$ cat config.mk
export PLATFORM = sky130hd
export DESIGN_NAME = dot_engine_seq_flat
export DESIGN_NICKNAME = d
export VERILOG_FILES = /design/src/rtl/dot_engine_pkg.sv /design/src/rtl/dot_engine_seq_if.sv /design/src/rtl/dot_lane_mac.sv /design/src/rtl/dot_engine_seq.sv /design/src/flat_wrapper.sv
export SDC_FILE = /design/constraint.sdc
export NUM_CORES = 1
export LEC_CHECK = 0
export CAP_MARGIN = 20
export CORE_MARGIN = 5
export CORE_UTILIZATION = 27
export DETAILED_ROUTE_END_ITERATION = 8
export DONT_BUFFER_PORTS = 1
export GPL_ROUTABILITY_DRIVEN = 0
export REMOVE_ABC_BUFFERS = 1
export SYNTH_ARGS = -nofsm -noshare
export SYNTH_HDL_FRONTEND = slang
export SYNTH_SLANG_ARGS = --single-unit
$ cat constraint.sdc
create_clock -name clk -period 18.3 [get_ports clk]
set_input_delay 1.83 -clock clk [delete_from_list [all_inputs] [get_ports clk]]
set_output_delay 1.83 -clock clk [all_outputs]
set_load 0.05 [all_outputs]
$ cat src/rtl/dot_engine_pkg.sv
// Shared types, default widths and result extension for the dot_engine_seq slice.
// DOT_ENGINE_SIGNED_EN selects two's-complement elements and sign-extended results.
package dot_engine_pkg;

    localparam int unsigned DEF_DATA_WIDTH = 32;
    localparam int unsigned DEF_ELEM_WIDTH = 8;
    localparam int unsigned DEF_ADDR_WIDTH = 5;
    localparam int unsigned DEF_ACC_WIDTH  = 24;
    localparam int unsigned DEF_LEN_WIDTH  = 5;
    localparam int unsigned DEF_CNT_WIDTH  = 5;

    localparam int unsigned LANES      = DEF_DATA_WIDTH / DEF_ELEM_WIDTH;
    localparam int unsigned PROD_WIDTH = 2 * DEF_ELEM_WIDTH;
    localparam int unsigned EXT_WIDTH  = 64;

    localparam logic [1:0] ST_IDLE  = 2'd0;
    localparam logic [1:0] ST_FETCH = 2'd1;
    localparam logic [1:0] ST_DRAIN = 2'd2;
    localparam logic [1:0] ST_FIN   = 2'd3;

    // Extend the low w bits of v to the full width; fill follows element signedness.
    function automatic logic [EXT_WIDTH-1:0] extend(input logic [EXT_WIDTH-1:0] v,
                                                    input int unsigned w);
        logic [EXT_WIDTH-1:0] keep;
        logic                 fill;
        keep = (EXT_WIDTH'(1) << w) - EXT_WIDTH'(1);
`ifdef DOT_ENGINE_SIGNED_EN
        fill = v[6'(w - 1)];
`else
        fill = 1'b0;
`endif
        return fill ? (v | ~keep) : (v & keep);
    endfunction

endpackage

$ cat src/rtl/dot_engine_seq_if.sv
// Control, status and memory-port bundle between dot_engine_seq and its RAMs/host.
interface dot_engine_seq_if #(
    parameter int unsigned DATA_WIDTH = 32,
    parameter int unsigned ADDR_WIDTH = 5,
    parameter int unsigned LEN_WIDTH  = 5,
    parameter int unsigned CNT_WIDTH  = 5
);
    logic                  start;
    logic [ADDR_WIDTH-1:0] cfg_a_base;
    logic [ADDR_WIDTH-1:0] cfg_b_base;
    logic [ADDR_WIDTH-1:0] cfg_r_base;
    logic [LEN_WIDTH-1:0]  cfg_len;
    logic [CNT_WIDTH-1:0]  cfg_count;
    logic                  busy;
    logic                  done;
    logic                  a_rd_en;
    logic [ADDR_WIDTH-1:0] a_rd_addr;
    logic [DATA_WIDTH-1:0] a_rd_data;
    logic                  b_rd_en;
    logic [ADDR_WIDTH-1:0] b_rd_addr;
    logic [DATA_WIDTH-1:0] b_rd_data;
    logic                  r_wr_en;
    logic [ADDR_WIDTH-1:0] r_wr_addr;
    logic [DATA_WIDTH-1:0] r_wr_data;

    modport master (
        output start, cfg_a_base, cfg_b_base, cfg_r_base, cfg_len, cfg_count,
        output a_rd_data, b_rd_data,
        input  busy, done, a_rd_en, a_rd_addr, b_rd_en, b_rd_addr,
        input  r_wr_en, r_wr_addr, r_wr_data
    );

    modport slave (
        input  start, cfg_a_base, cfg_b_base, cfg_r_base, cfg_len, cfg_count,
        input  a_rd_data, b_rd_data,
        output busy, done, a_rd_en, a_rd_addr, b_rd_en, b_rd_addr,
        output r_wr_en, r_wr_addr, r_wr_data
    );
endinterface

$ cat src/rtl/dot_lane_mac.sv
// Combinational lane-wise multiply of two packed words plus a sum reduced modulo 2^ACC_WIDTH.
// DOT_ENGINE_SIGNED_EN makes elements and products two's complement.
module dot_lane_mac
    import dot_engine_pkg::*;
#(
    parameter int unsigned DATA_WIDTH = DEF_DATA_WIDTH,
    parameter int unsigned ELEM_WIDTH = DEF_ELEM_WIDTH,
    parameter int unsigned ACC_WIDTH  = DEF_ACC_WIDTH
) (
    input  logic [DATA_WIDTH-1:0] a,
    input  logic [DATA_WIDTH-1:0] b,
    output logic [ACC_WIDTH-1:0]  sum_c
);
    localparam int unsigned NUM_LANES = DATA_WIDTH / ELEM_WIDTH;
    localparam int unsigned P_WIDTH   = 2 * ELEM_WIDTH;

`ifdef DOT_ENGINE_SIGNED_EN
    logic signed [P_WIDTH-1:0] prod [NUM_LANES];
`else
    logic        [P_WIDTH-1:0] prod [NUM_LANES];
`endif
    logic [ACC_WIDTH-1:0] part [NUM_LANES+1];

    assign part[0] = '0;

    // Widening the operands first keeps the truncated product exact.
    for (genvar g = 0; g < NUM_LANES; g++) begin : g_lane
        logic [ELEM_WIDTH-1:0] ea;
        logic [ELEM_WIDTH-1:0] eb;
        assign ea = a[g*ELEM_WIDTH +: ELEM_WIDTH];
        assign eb = b[g*ELEM_WIDTH +: ELEM_WIDTH];
`ifdef DOT_ENGINE_SIGNED_EN
        assign prod[g] = P_WIDTH'($signed(ea)) * P_WIDTH'($signed(eb));
`else
        assign prod[g] = P_WIDTH'(ea) * P_WIDTH'(eb);
`endif
        assign part[g+1] = part[g] + ACC_WIDTH'(prod[g]);
    end

    assign sum_c = part[NUM_LANES];

endmodule

$ cat src/rtl/dot_engine_seq.sv
// Sequencing dot-product engine: streams cfg_count vectors of cfg_len words from two operand RAMs
// and writes one accumulated result per vector. DOT_ENGINE_SIGNED_EN selects signed arithmetic.
module dot_engine_seq
    import dot_engine_pkg::*;
#(
    parameter int unsigned DATA_WIDTH = DEF_DATA_WIDTH,
    parameter int unsigned ELEM_WIDTH = DEF_ELEM_WIDTH,
    parameter int unsigned ADDR_WIDTH = DEF_ADDR_WIDTH,
    parameter int unsigned ACC_WIDTH  = DEF_ACC_WIDTH,
    parameter int unsigned LEN_WIDTH  = DEF_LEN_WIDTH,
    parameter int unsigned CNT_WIDTH  = DEF_CNT_WIDTH
) (
    input logic            clk,
    input logic            rst_n,
    dot_engine_seq_if.slave bus
);
    logic [1:0]            state;
    logic [1:0]            state_nxt;
    logic [LEN_WIDTH-1:0]  len_q;
    logic [LEN_WIDTH-1:0]  word_cnt;
    logic [CNT_WIDTH-1:0]  count_q;
    logic [CNT_WIDTH-1:0]  vec_cnt;
    logic [ADDR_WIDTH-1:0] a_addr;
    logic [ADDR_WIDTH-1:0] b_addr;
    logic [ADDR_WIDTH-1:0] r_ptr;
    logic [ADDR_WIDTH-1:0] r_addr;
    logic                  rd_en;
    logic                  valid_d;
    logic                  last_d;
    logic                  drain_cnt;
    logic                  busy_q;
    logic                  done_q;
    logic                  wr_en;
    logic [ACC_WIDTH-1:0]  acc;
    logic [DATA_WIDTH-1:0] wr_data;
    logic [ACC_WIDTH-1:0]  sum_c;
    logic [ACC_WIDTH-1:0]  acc_sum_c;
    logic                  word_last_c;
    logic                  fetch_last_c;
    logic                  cfg_zero_c;

    dot_lane_mac #(
        .DATA_WIDTH (DATA_WIDTH),
        .ELEM_WIDTH (ELEM_WIDTH),
        .ACC_WIDTH  (ACC_WIDTH)
    ) u_mac (
        .a     (bus.a_rd_data),
        .b     (bus.b_rd_data),
        .sum_c (sum_c)
    );

    assign word_last_c  = (word_cnt == len_q - LEN_WIDTH'(1));
    assign fetch_last_c = word_last_c && (vec_cnt == count_q - CNT_WIDTH'(1));
    assign cfg_zero_c   = (bus.cfg_len == '0) || (bus.cfg_count == '0);
    assign acc_sum_c    = acc + sum_c;

    // State register.
    always_ff @(posedge clk) begin
        if (!rst_n) state <= ST_IDLE;
        else        state <= state_nxt;
    end

    // Next-state logic.
    always_comb begin
        state_nxt = state;
        case (state)
            ST_IDLE:  if (bus.start) state_nxt = cfg_zero_c ? ST_FIN : ST_FETCH;
            ST_FETCH: if (fetch_last_c) state_nxt = ST_DRAIN;
            ST_DRAIN: if (drain_cnt) state_nxt = ST_FIN;
            default:  state_nxt = ST_IDLE;
        endcase
    end

    // Counters, read issue, accumulation and result registers.
    always_ff @(posedge clk) begin
        if (!rst_n) begin
            len_q     <= '0;
            word_cnt  <= '0;
            count_q   <= '0;
            vec_cnt   <= '0;
            a_addr    <= '0;
            b_addr    <= '0;
            r_ptr     <= '0;
            r_addr    <= '0;
            rd_en     <= 1'b0;
            valid_d   <= 1'b0;
            last_d    <= 1'b0;
            drain_cnt <= 1'b0;
            busy_q    <= 1'b0;
            done_q    <= 1'b0;
            wr_en     <= 1'b0;
            acc       <= '0;
            wr_data   <= '0;
        end else begin
            busy_q  <= (state_nxt == ST_FETCH) || (state_nxt == ST_DRAIN);
            done_q  <= (state_nxt == ST_FIN);
            valid_d <= rd_en;
            last_d  <= rd_en && word_last_c;
            wr_en   <= 1'b0;

            case (state)
                ST_IDLE: begin
                    if (bus.start) begin
                        len_q    <= bus.cfg_len;
                        count_q  <= bus.cfg_count;
                        a_addr   <= bus.cfg_a_base;
                        b_addr   <= bus.cfg_b_base;
                        r_ptr    <= bus.cfg_r_base;
                        word_cnt <= '0;
                        vec_cnt  <= '0;
                        acc      <= '0;
                        rd_en    <= !cfg_zero_c;
                    end
                end
                ST_FETCH: begin
                    drain_cnt <= 1'b0;
                    if (fetch_last_c) begin
                        rd_en <= 1'b0;
                    end else begin
                        a_addr <= a_addr + ADDR_WIDTH'(1);
                        b_addr <= b_addr + ADDR_WIDTH'(1);
                        if (word_last_c) begin
                            word_cnt <= '0;
                            vec_cnt  <= vec_cnt + CNT_WIDTH'(1);
                        end else begin
                            word_cnt <= word_cnt + LEN_WIDTH'(1);
                        end
                    end
                end
                ST_DRAIN: drain_cnt <= 1'b1;
                default: ;
            endcase

            // Data returning this cycle belongs to the word issued one cycle earlier.
            if (valid_d) begin
                if (last_d) begin
                    wr_en   <= 1'b1;
                    r_addr  <= r_ptr;
                    r_ptr   <= r_ptr + ADDR_WIDTH'(1);
                    wr_data <= DATA_WIDTH'(extend(EXT_WIDTH'(acc_sum_c), ACC_WIDTH));
                    acc     <= '0;
                end else begin
                    acc <= acc_sum_c;
                end
            end
        end
    end

    assign bus.busy      = busy_q;
    assign bus.done      = done_q;
    assign bus.a_rd_en   = rd_en;
    assign bus.b_rd_en   = rd_en;
    assign bus.a_rd_addr = a_addr;
    assign bus.b_rd_addr = b_addr;
    assign bus.r_wr_en   = wr_en;
    assign bus.r_wr_addr = r_addr;
    assign bus.r_wr_data = wr_data;

endmodule

$ cat src/flat_wrapper.sv
// flat-port wrapper written by rule: the top's interface ports become plain ports
module dot_engine_seq_flat import dot_engine_pkg::*;
#(
    parameter int unsigned DATA_WIDTH = DEF_DATA_WIDTH,
    parameter int unsigned ELEM_WIDTH = DEF_ELEM_WIDTH,
    parameter int unsigned ADDR_WIDTH = DEF_ADDR_WIDTH,
    parameter int unsigned ACC_WIDTH  = DEF_ACC_WIDTH,
    parameter int unsigned LEN_WIDTH  = DEF_LEN_WIDTH,
    parameter int unsigned CNT_WIDTH  = DEF_CNT_WIDTH
)
  (clk, rst_n, bus_start, bus_cfg_a_base, bus_cfg_b_base, bus_cfg_r_base, bus_cfg_len, bus_cfg_count, bus_a_rd_data, bus_b_rd_data, bus_busy, bus_done, bus_a_rd_en, bus_a_rd_addr, bus_b_rd_en, bus_b_rd_addr, bus_r_wr_en, bus_r_wr_addr, bus_r_wr_data);
  dot_engine_seq_if #(.DATA_WIDTH(DATA_WIDTH), .ADDR_WIDTH(ADDR_WIDTH), .LEN_WIDTH(LEN_WIDTH), .CNT_WIDTH(CNT_WIDTH)) bus_i ();
  input logic clk;
  input logic rst_n;
  input wire logic [$bits(bus_i.start)-1:0] bus_start;
  input wire logic [$bits(bus_i.cfg_a_base)-1:0] bus_cfg_a_base;
  input wire logic [$bits(bus_i.cfg_b_base)-1:0] bus_cfg_b_base;
  input wire logic [$bits(bus_i.cfg_r_base)-1:0] bus_cfg_r_base;
  input wire logic [$bits(bus_i.cfg_len)-1:0] bus_cfg_len;
  input wire logic [$bits(bus_i.cfg_count)-1:0] bus_cfg_count;
  input wire logic [$bits(bus_i.a_rd_data)-1:0] bus_a_rd_data;
  input wire logic [$bits(bus_i.b_rd_data)-1:0] bus_b_rd_data;
  output wire logic [$bits(bus_i.busy)-1:0] bus_busy;
  output wire logic [$bits(bus_i.done)-1:0] bus_done;
  output wire logic [$bits(bus_i.a_rd_en)-1:0] bus_a_rd_en;
  output wire logic [$bits(bus_i.a_rd_addr)-1:0] bus_a_rd_addr;
  output wire logic [$bits(bus_i.b_rd_en)-1:0] bus_b_rd_en;
  output wire logic [$bits(bus_i.b_rd_addr)-1:0] bus_b_rd_addr;
  output wire logic [$bits(bus_i.r_wr_en)-1:0] bus_r_wr_en;
  output wire logic [$bits(bus_i.r_wr_addr)-1:0] bus_r_wr_addr;
  output wire logic [$bits(bus_i.r_wr_data)-1:0] bus_r_wr_data;
  assign bus_i.start = bus_start;
  assign bus_i.cfg_a_base = bus_cfg_a_base;
  assign bus_i.cfg_b_base = bus_cfg_b_base;
  assign bus_i.cfg_r_base = bus_cfg_r_base;
  assign bus_i.cfg_len = bus_cfg_len;
  assign bus_i.cfg_count = bus_cfg_count;
  assign bus_i.a_rd_data = bus_a_rd_data;
  assign bus_i.b_rd_data = bus_b_rd_data;
  assign bus_busy = bus_i.busy;
  assign bus_done = bus_i.done;
  assign bus_a_rd_en = bus_i.a_rd_en;
  assign bus_a_rd_addr = bus_i.a_rd_addr;
  assign bus_b_rd_en = bus_i.b_rd_en;
  assign bus_b_rd_addr = bus_i.b_rd_addr;
  assign bus_r_wr_en = bus_i.r_wr_en;
  assign bus_r_wr_addr = bus_i.r_wr_addr;
  assign bus_r_wr_data = bus_i.r_wr_data;
  dot_engine_seq #(.DATA_WIDTH(DATA_WIDTH), .ELEM_WIDTH(ELEM_WIDTH), .ADDR_WIDTH(ADDR_WIDTH), .ACC_WIDTH(ACC_WIDTH), .LEN_WIDTH(LEN_WIDTH), .CNT_WIDTH(CNT_WIDTH)) u_core (.clk(clk), .rst_n(rst_n), .bus(bus_i));
endmodule
==> results by group, run 1 <==
Timing
  – Setup_tns: 0 ns
  – Least-Margin Pin Slew: 1.05 ns
  – Setup skew after layout: between 0.01 and 0.015 ns
  – Hold Violations, Final: 0
  – Max Freq: 121 MHz
  – Final Max Slew Viols: 0
  – Tmin final: 8.26 ns
  – Slew margin rel.: between 30% and 40%
  – Final Setup Violations: 0
  – RSZ-0062 raised after global routing: false
  – Fin crit share: between 40% and 50%

Cells and area
  – Layout Area Growth over Synthesis: 6.99%
  – Final layout net count: 2,012
  – Layout cells sized above 1: around 1.9%
  – Post-Layout Cell Count: 2,223
  – N_diodes: 0

Critical path
  – Capture point of the worst reg-to-reg path: u_core.acc[20]
  – Worst r2r path cells: 22
  – CP startpoint kind: input port
  – CP delay by family, top: adder cells
  – Setup CP Type: in -> reg
  – CP Cell Sequence: and2_1 -> fa_1 -> inv_1 -> fa_1 -> fa_1 -> fa_1 -> inv_1 -> fa_1 -> fa_1 -> fa_1 -> inv_1 -> fa_1 -> inv_1 -> ha_1 -> o21ai_0 -> o21ai_0 -> nand3_1 -> o21ai_1 -> a21oi_1 -> or3_1 -> a21oi_1
  – Endpoint type of the worst setup path: register
  – Critical path's slowest cell: o21ai_0
  – Crit path largest cell delay: 0.60 ns
  – Worst Path Buf+Inv: 4
  – Most used cell, CP: fa_1
  – R2r setup slk: approximately 11 ns
  – Critical-path maximum fanout: 8
  – Reg-to-Reg Start: u_core.acc[4]
  – Worst Path Required: approximately 19 ns
  – CP arrival: 8.54 ns

Routing
  – Routed WL per cell: ~16 um
  – Drt pass-1 iters: 5
  – Initial drt markers: between 400 and 500
  – Final ANT Viol Nets: 0
  – Post-route DRC: 0
  – Via/cell ratio: 4.48
  – Total vias in the final route: ~9,900
  – Total Wirelength: around 36,000 um

Logic synthesis
  – Register area share after synthesis: 13.9%
  – Top_reg_cell synth: dfxtp_1
  – Synth Cell Area: between 10,000 and 15,000 sq um
  – Async SR Flop Fraction: 0%
  – Flip-flop and latch count after synthesis: slightly below 100
  – Number of synthesized flops with an enable pin: 0
  – Yosys warns: 0
  – Syn_area_per_cell: 8.96 sq um
  – Synth Instances: about 1,600
  – Unique masters post-synth: 63

Clocking
  – CTS resizes: 0
  – CTS tree: built
  – Root buffer cell: clkbuf_16
  – Htree depth: 3
  – TritonCTS sink count: just under 100
  – Largest buffer count on any clock path: 2
  – Post-CTS Setup Bufs: 0
  – Reg clk slew, reported paths: around 0.08 ns
  – Clock latency on the worst-skew pair: around 0.35 ns
  – Total CTS buffers: 9
  – Hold-fix buffers, CTS: 0

Placement
  – IO buf count: 0
  – Placed cell count: 2,207
  – Placed wire-length estimate: around 32,000 um

Flow run
  – Max-cap violations: 0

Die
  – DIE WIDTH: between 200 and 250 um
  – I/O pin count: roughly 140
  – Starting density of the core: between 20% and 30%
  – DIE AREA: between 50,000 and 60,000 sq um
  – CORE AREA: between 50,000 and 60,000 sq um
  – Row count: 83
  – Die H: between 200 and 250 um

Global routing
  – First-pass GRT wire length: 59,400 um
  – Grt total ovfl: 0
  – Pin count of the biggest net entering global routing: between 40 and 50
  – Vias in the first global route: around 11,000
  – Initial antenna violation count: 1
  – Total Routing Usage GR: 13.0%

Run status
  – Status: complete, no violations

Worst hold path
  – Hold path start: u_core.acc[19]
  – Min-delay worst type: reg -> reg
  – Worst Hold End: u_core.acc[19]
  – Worst hold stages: 2
## logic make-up (layout without fill, tap and decap cells)
kind of cell | Yosys count | in the layout | synth area share, %
AND/OR/NAND/NOR | 481 | 481 | 17.2
adder cells (fa/ha/maj) | 382 | 382 | 47.1
buffers and inverters | 380 | 355 | 10.5
AO/OA/AOI/OAI | 183 | 183 | 8.87
flip-flops | 97 | 97 | 13.9
XOR/XNOR | 28 | 28 | 1.75
multiplexers | 9 | 9 | 0.680
other | 1 | 8 | 0.0268
## registers in the layout (all words and copies together) (netlist names)
| register | cells |
|---|---|
| u_core.acc | 24 |
| u_core.r_ptr | 5 |
| u_core.last_d | 1 |
| u_core.state | 2 |
| u_core.bus.b_rd_addr | 5 |
| u_core.bus.r_wr_addr | 5 |
| u_core.bus.r_wr_data | 24 |
| u_core.bus.busy | 1 |
| u_core.bus.done | 1 |
| u_core.valid_d | 1 |
| u_core.drain_cnt | 1 |
| u_core.bus.r_wr_en | 1 |
| u_core.bus.a_rd_en | 1 |
| u_core.bus.a_rd_addr | 5 |
| u_core.len_q | 5 |
| u_core.word_cnt | 5 |
| u_core.count_q | 5 |
| u_core.vec_cnt | 5 |
## per-stage QoR
stage	instance area [sq um]	hold WS, ns	utilization [%]	worst slack (ns)
6_report	15000	0.468	29.2	10.04
3_5_place_dp	14700	0.449	28.6	9.69
5_1_grt	15000	0.503	29.2	9.65
4_1_cts	15000	0.470	29.2	10.03
2_1_floorplan	13800	0.432	-	10.46
3_3_place_gp	14700	0.448	28.6	9.77
## routing by layer
layer  routed length (um)  vias to the layer above  global-route usage (%)
met1                15300                     4917                    16.7
met5                    0                        -                       0
met2                17500                      237                    22.5
met3                 2510                       35                    2.99
li1                     -                     4760                       -
met4                  544                        0                    2.69
## worst max-delay path by stage
stage                      startpoint              to  slack [ns]  cells past startpoint
finish              bus_a_rd_data[27]  u_core.acc[20]       10.04                     21
global route        bus_a_rd_data[27]  u_core.acc[20]        9.65                     21
CTS                 bus_a_rd_data[27]  u_core.acc[20]       10.03                     21
detailed placement  bus_a_rd_data[27]  u_core.acc[20]        9.69                     21
global placement     bus_b_rd_data[0]  u_core.acc[20]        9.77                     22
floorplan           bus_a_rd_data[27]  u_core.acc[20]       10.46                     21
## layout by cell type, fill, tap and decap left out, types with 9 or more instances in the layout
cell	count
a21boi_0	12
a21oi_1	50
a22oi_1	11
and2_1	161
clkbuf_16	9
dfxtp_1	97
fa_1	242
ha_1	140
inv_1	336
nand2_1	194
nand3_1	25
nor2_1	43
nor3_1	10
o21ai_0	39
xnor2_1	18
xor2_1	10
## worst register-to-register path: stages (launching register included)
cell,delay (ns)
dfxtp_1,0.35
inv_1,0.06
fa_1,0.53
inv_1,0.06
fa_1,0.47
fa_1,0.52
inv_1,0.06
fa_1,0.50
fa_1,0.52
inv_1,0.06
fa_1,0.52
inv_1,0.05
fa_1,0.47
inv_1,0.05
fa_1,0.45
ha_1,0.35
o21ai_0,0.11
o21ai_0,0.60
nand3_1,0.17
o21ai_1,0.47
a21oi_1,0.23
or3_1,0.34
a21oi_1,0.14
## cells in the mapped netlist (all sizes together) (10+ instances only)
| library cell | number | area, sq um |
|---|---|---|
| a21boi | 12 | 90.1 |
| a21oi | 51 | 267 |
| a22oi | 11 | 82.6 |
| and2 | 163 | 1020 |
| buf | 14 | 93.8 |
| clkbuf | 30 | 113 |
| dfxtp | 97 | 1940 |
| fa | 242 | 4840 |
| ha | 140 | 1750 |
| inv | 336 | 1260 |
| nand2 | 194 | 728 |
| nand3 | 25 | 125 |
| nor2 | 43 | 161 |
| nor3 | 11 | 60.1 |
| o21ai | 40 | 200 |
| xnor2 | 18 | 158 |
| xor2 | 10 | 87.6 |
## area by class of cell
class	count	area [sq um]
clock buffer	9	225
clock inverter	7	60.1
fill	5448	36300
inverter	336	1260
multi-input combinational	1091	10600
sequential	97	1940
tap	680	851
timing repair buffer	3	22.5
Power of run 1 is left out: the tool's default activity adds up to more than one toggle a clock period on the data nets, which glitch-free logic cannot reach.
==> inputs of run 2 (changes only) <==
==> constraint.sdc (replaced) <==
create_clock -name clk -period 6.85 [get_ports clk]
set_input_delay 0.685 -clock clk [delete_from_list [all_inputs] [get_ports clk]]
set_output_delay 0.685 -clock clk [all_outputs]
set_load 0.05 [all_outputs]
==> results by group, run 2 (synthesis gave the netlist of run 1 again) <==
Critical path
  – Worst Path Required: roughly 7.1 ns
  – CP startpoint kind: input port
  – Critical-path maximum fanout: 8
  – Worst r2r path cells: 25
  – R2r setup slk: between 0.2 and 0.3 ns
  – Endpoint type of the worst setup path: register
  – Setup CP Type: in -> reg
  – CP arrival: between 6 and 7 ns
  – Capture point of the worst reg-to-reg path: u_core.bus.r_wr_data[13]
  – Reg-to-Reg Start: u_core.acc[3]

Clocking
  – CTS tree: built
  – Clock latency on the worst-skew pair: between 0.3 and 0.4 ns
  – TritonCTS sink count: 97
  – Total CTS buffers: 9
  – Reg clk slew, reported paths: ~0.070 ns
  – Root buffer cell: clkbuf_16
  – Post-CTS Setup Bufs: 0
  – Htree depth: 3
  – Largest buffer count on any clock path: 2
  – Hold-fix buffers, CTS: 0

Die
  – I/O pin count: 144
  – DIE WIDTH: 238 um
  – Row count: between 80 and 90
  – Die H: roughly 240 um
  – Starting density of the core: 27.3%
  – DIE AREA: approximately 56,000 sq um
  – CORE AREA: slightly above 50,000 sq um

Routing
  – M1 WL: ~15,000 um
  – Initial drt markers: roughly 490
  – Total vias in the final route: ~10,000
  – Via/cell ratio: between 4 and 5
  – Final ANT Viol Nets: 0
  – Routed WL per cell: ~16 um
  – Total Wirelength: 35,600 um
  – WL met2: approximately 17,000 um
  – Highest Signal Layer: met4
  – Drt pass-1 iters: 7
  – WL met3: 2570 um
  – Post-route DRC: 0

Placement
  – IO buf count: 0
  – Placed wire-length estimate: about 31,000 um
  – Post-place setup slack: -0.192 ns
  – Placement Cell Area: 14,900 sq um

Global routing
  – Total Routing Usage GR: 12.8%
  – First-pass GRT wire length: roughly 58,000 um
  – Vias in the first global route: ~11,000
  – Pin count of the biggest net entering global routing: 48
  – Initial antenna violation count: 0
  – Grt total ovfl: 0

Worst hold path
  – Min-delay worst type: reg -> reg
  – Worst Hold End: u_core.acc[18]
  – Hold path start: u_core.acc[18]
  – Worst hold stages: 2

Timing
  – Hold Violations, Final: 0
  – Tmin final: about 6.6 ns
  – Max Freq: roughly 150 MHz
  – Setup_tns: 0 ns
  – RSZ-0062 raised after global routing: false
  – Fin crit share: 96.4%
  – Slew margin rel.: 28.6%
  – Setup skew after layout: approximately 0.012 ns
  – Final setup margin: approximately 0.24 ns
  – Final Setup Violations: 0
  – Hold_ws: approximately 0.47 ns
  – Least-Margin Pin Slew: 1.06 ns
  – Final Max Slew Viols: 0

Cells and area
  – Layout cells sized above 1: around 3.9%
  – Final layout net count: 2,041
  – FILL cells: between 5,000 and 6,000
  – Final instance area: 15,200 sq um
  – Commonest non-fill, non-tap cell in the layout: inv_1
  – N_diodes: 0
  – Layout Area Growth over Synthesis: 8.76%
  – Most frequent cells in the layout: inv_1 (336), fa_1 (242), nand2_1 (194)

Run status
  – Status: complete, no violations

Flow run
  – Max-cap violations: 0
## run 2: cell types whose count changed in the layout (fill, tap and decap cells not counted), sizes merged
cell | before | now
buf | 3 | 32
inv | 340 | 336
clkbuf | 9 | 12
bufinv | 0 | 1
clkinv | 1 | 0
clkinvlp | 2 | 3
## run 2: worst max path at each step
stage	from	slack [ns]	end	cells past startpoint
2_1_floorplan	bus_a_rd_data[27]	0.16	u_core.acc[20]	21
3_3_place_gp	bus_a_rd_data[27]	-0.18	u_core.bus.r_wr_data[14]	22
3_5_place_dp	bus_a_rd_data[27]	-0.19	u_core.acc[18]	22
4_1_cts	u_core.acc[3]	0.12	u_core.acc[15]	25
5_1_grt	u_core.acc[3]	0.005	u_core.bus.r_wr_data[13]	25
6_report	bus_a_rd_data[28]	0.24	u_core.bus.r_wr_data[13]	21
## run 2: final cells by class
class	count	area, sq um	share of cell area, %
clock buffer	12	246	1.62
multi-input combinational	1091	10600	69.8
tap	680	851	5.59
timing repair buffer	32	240	1.58
sequential	97	1940	12.8
clock inverter	4	52.6	0.345
inverter	336	1260	8.29
## run 2: metal layers
metal,global-route usage (%),vias up
met5,0,-
met1,15.8,4968
met4,2.68,0
li1,-,4813
met2,22.5,207
met3,3.25,28
## run 2: repair_timing
| action | 4_1_cts | 5_1_grt |
|---|---|---|
| endpoints found under the setup margin | 0 | 19 |
| resized for setup | 0 | 5 |
| hold endpoints to repair | 0 | 0 |
## run 2: per-stage QoR
step	cells	utilization [%]
detailed placement	2236	29.0
CTS	2252	29.6
finish	2252	29.7
global placement	2236	29.0
floorplan	1524	-
global route	2252	29.7
## run 2: worst max-delay path, stage by stage
cell,delay (ns)
and2_1,0.16
fa_1,0.54
inv_1,0.05
fa_1,0.47
fa_1,0.52
fa_1,0.51
inv_1,0.05
fa_1,0.58
fa_1,0.44
fa_1,0.50
inv_1,0.06
fa_1,0.48
inv_1,0.04
ha_1,0.28
a21oi_1,0.15
nor2b_1,0.06
a311o_2,0.42
a21bo_2,0.24
a21oi_1,0.19
nor4_1,0.07
a311o_1,0.33
Power of run 2 is left out for the same reason.
==> inputs of run 3 (changes only) <==
==> constraint.sdc (replaced) <==
create_clock -name clk -period 7.5 [get_ports clk]
set_input_delay 0.75 -clock clk [delete_from_list [all_inputs] [get_ports clk]]
set_output_delay 0.75 -clock clk [all_outputs]
set_load 0.05 [all_outputs]
==> results by group, run 3 (synthesis gave the netlist of run 1 again) <==
Critical path
  – Endpoint type of the worst setup path: register
  – R2r setup slk: 0.70 ns
  – Capture point of the worst reg-to-reg path: u_core.acc[23]
  – CP startpoint kind: input port
  – Reg-to-Reg Start: u_core.acc[3]
  – Worst Path Required: 7.79 ns
  – Setup CP Type: in -> reg
  – CP arrival: approximately 7.2 ns
  – Critical-path maximum fanout: 8
  – Worst r2r path cells: 25

Routing
  – Total vias in the final route: 9,938
  – Via/cell ratio: 4.46
  – Post-route DRC: 0
  – Final ANT Viol Nets: 0
  – Drt pass-1 iters: 4
  – Routed WL per cell: 15.7 um
  – Initial drt markers: between 400 and 500
  – Total Wirelength: between 30,000 and 40,000 um

Global routing
  – Total Routing Usage GR: between 10% and 20%
  – Pin count of the biggest net entering global routing: 48
  – Vias in the first global route: roughly 11,000
  – Initial antenna violation count: 1
  – Grt total ovfl: 0
  – First-pass GRT wire length: 58,300 um

Timing
  – Hold_ws: roughly 0.47 ns
  – Hold Violations, Final: 0
  – Setup skew after layout: approximately 0.011 ns
  – Final Max Slew Viols: 0
  – Setup_tns: 0 ns
  – Fin crit share: ~90%
  – Final Setup Violations: 0
  – Tmin final: roughly 6.9 ns
  – Least-Margin Pin Slew: 1.06 ns
  – Slew margin rel.: slightly below 30%
  – Max Freq: 145 MHz
  – RSZ-0062 raised after global routing: false

Cells and area
  – Final instance area: between 15,000 and 20,000 sq um
  – Layout Area Growth over Synthesis: 7.24%
  – N_diodes: 0
  – Commonest non-fill, non-tap cell in the layout: inv_1
  – Layout cells sized above 1: 2.13%
  – Multi-input logic area: between 10,000 and 15,000 sq um
  – Most frequent cells in the layout: inv_1 (336), fa_1 (242), nand2_1 (194)
  – Register Area: ~1900 sq um
  – FILL cells: between 5,000 and 6,000
  – Final layout net count: approximately 2,000
  – Finished Core Util: just under 30%

Clocking
  – CTS resizes: 0
  – Largest buffer count on any clock path: 2
  – Total CTS buffers: 9
  – Htree depth: 3
  – Post-CTS Setup Bufs: 0
  – CTS tree: built
  – Clock latency on the worst-skew pair: 0.36 ns
  – Root buffer cell: clkbuf_16
  – Reg clk slew, reported paths: 0.08 ns
  – Hold-fix buffers, CTS: 0
  – TritonCTS sink count: just under 100

Worst hold path
  – Min-delay worst type: reg -> reg
  – Worst Hold End: u_core.acc[12]
  – Hold path start: u_core.acc[12]
  – Worst hold stages: 2

Flow run
  – Max-cap violations: 0

Die
  – Die H: 238 um
  – DIE AREA: around 56,000 sq um
  – DIE WIDTH: approximately 240 um
  – Starting density of the core: 27.3%
  – Row count: 83
  – I/O pin count: about 140
  – CORE AREA: 51,300 sq um

Run status
  – Status: complete, no violations

Placement
  – Placement Cell Area: between 10,000 and 15,000 sq um
  – Placed wire-length estimate: slightly above 30,000 um
  – IO buf count: 0
-- run 3: cell type report --
cell class | count | share of cell area [%]
clock inverter | 7 | 0.484
multi-input combinational | 1091 | 70.7
inverter | 336 | 8.40
timing repair buffer | 6 | 0.300
sequential | 97 | 12.9
clock buffer | 9 | 1.50
tap | 680 | 5.67
-- run 3: worst max path at each step --
| stage | from | slack, ns | to |
|---|---|---|---|
| floorplan | bus_a_rd_data[27] | 0.74 | u_core.acc[20] |
| global placement | bus_a_rd_data[28] | 0.29 | u_core.acc[23] |
| detailed placement | bus_b_rd_data[0] | 0.29 | u_core.acc[23] |
| CTS | bus_b_rd_data[0] | 0.65 | u_core.acc[23] |
| global route | bus_a_rd_data[28] | 0.25 | u_core.acc[23] |
| finish | bus_a_rd_data[13] | 0.62 | u_core.acc[23] |
-- run 3: critical path, cell delays in order --
cell	delay, ns
and2_1	0.15
fa_1	0.55
inv_1	0.06
fa_1	0.54
inv_1	0.05
fa_1	0.53
fa_1	0.46
fa_1	0.56
fa_1	0.44
fa_1	0.51
inv_1	0.05
fa_1	0.47
inv_1	0.04
ha_1	0.33
a21oi_1	0.16
nor2b_1	0.06
a311o_1	0.42
a21oi_1	0.44
o22ai_1	0.23
nand2b_1	0.19
a31oi_1	0.16
-- run 3: per-layer routing --
metal / track usage, % / vias up / share of wire [%]
met4: 2.47 / 0 / 1.2
met5: 0 / - / 0
met3: 3.53 / 36 / 7.6
met2: 22.0 / 226 / 48
li1: - / 4767 / -
met1: 16.1 / 4909 / 43
-- run 3: metrics by stage --
step           std cells  setup WS, ns
2_1_floorplan       1524         0.744
3_5_place_dp        2210         0.285
3_3_place_gp        2210         0.286
5_1_grt             2226         0.245
4_1_cts             2226         0.645
6_report            2226         0.624
Power of run 3 is left out for the same reason.
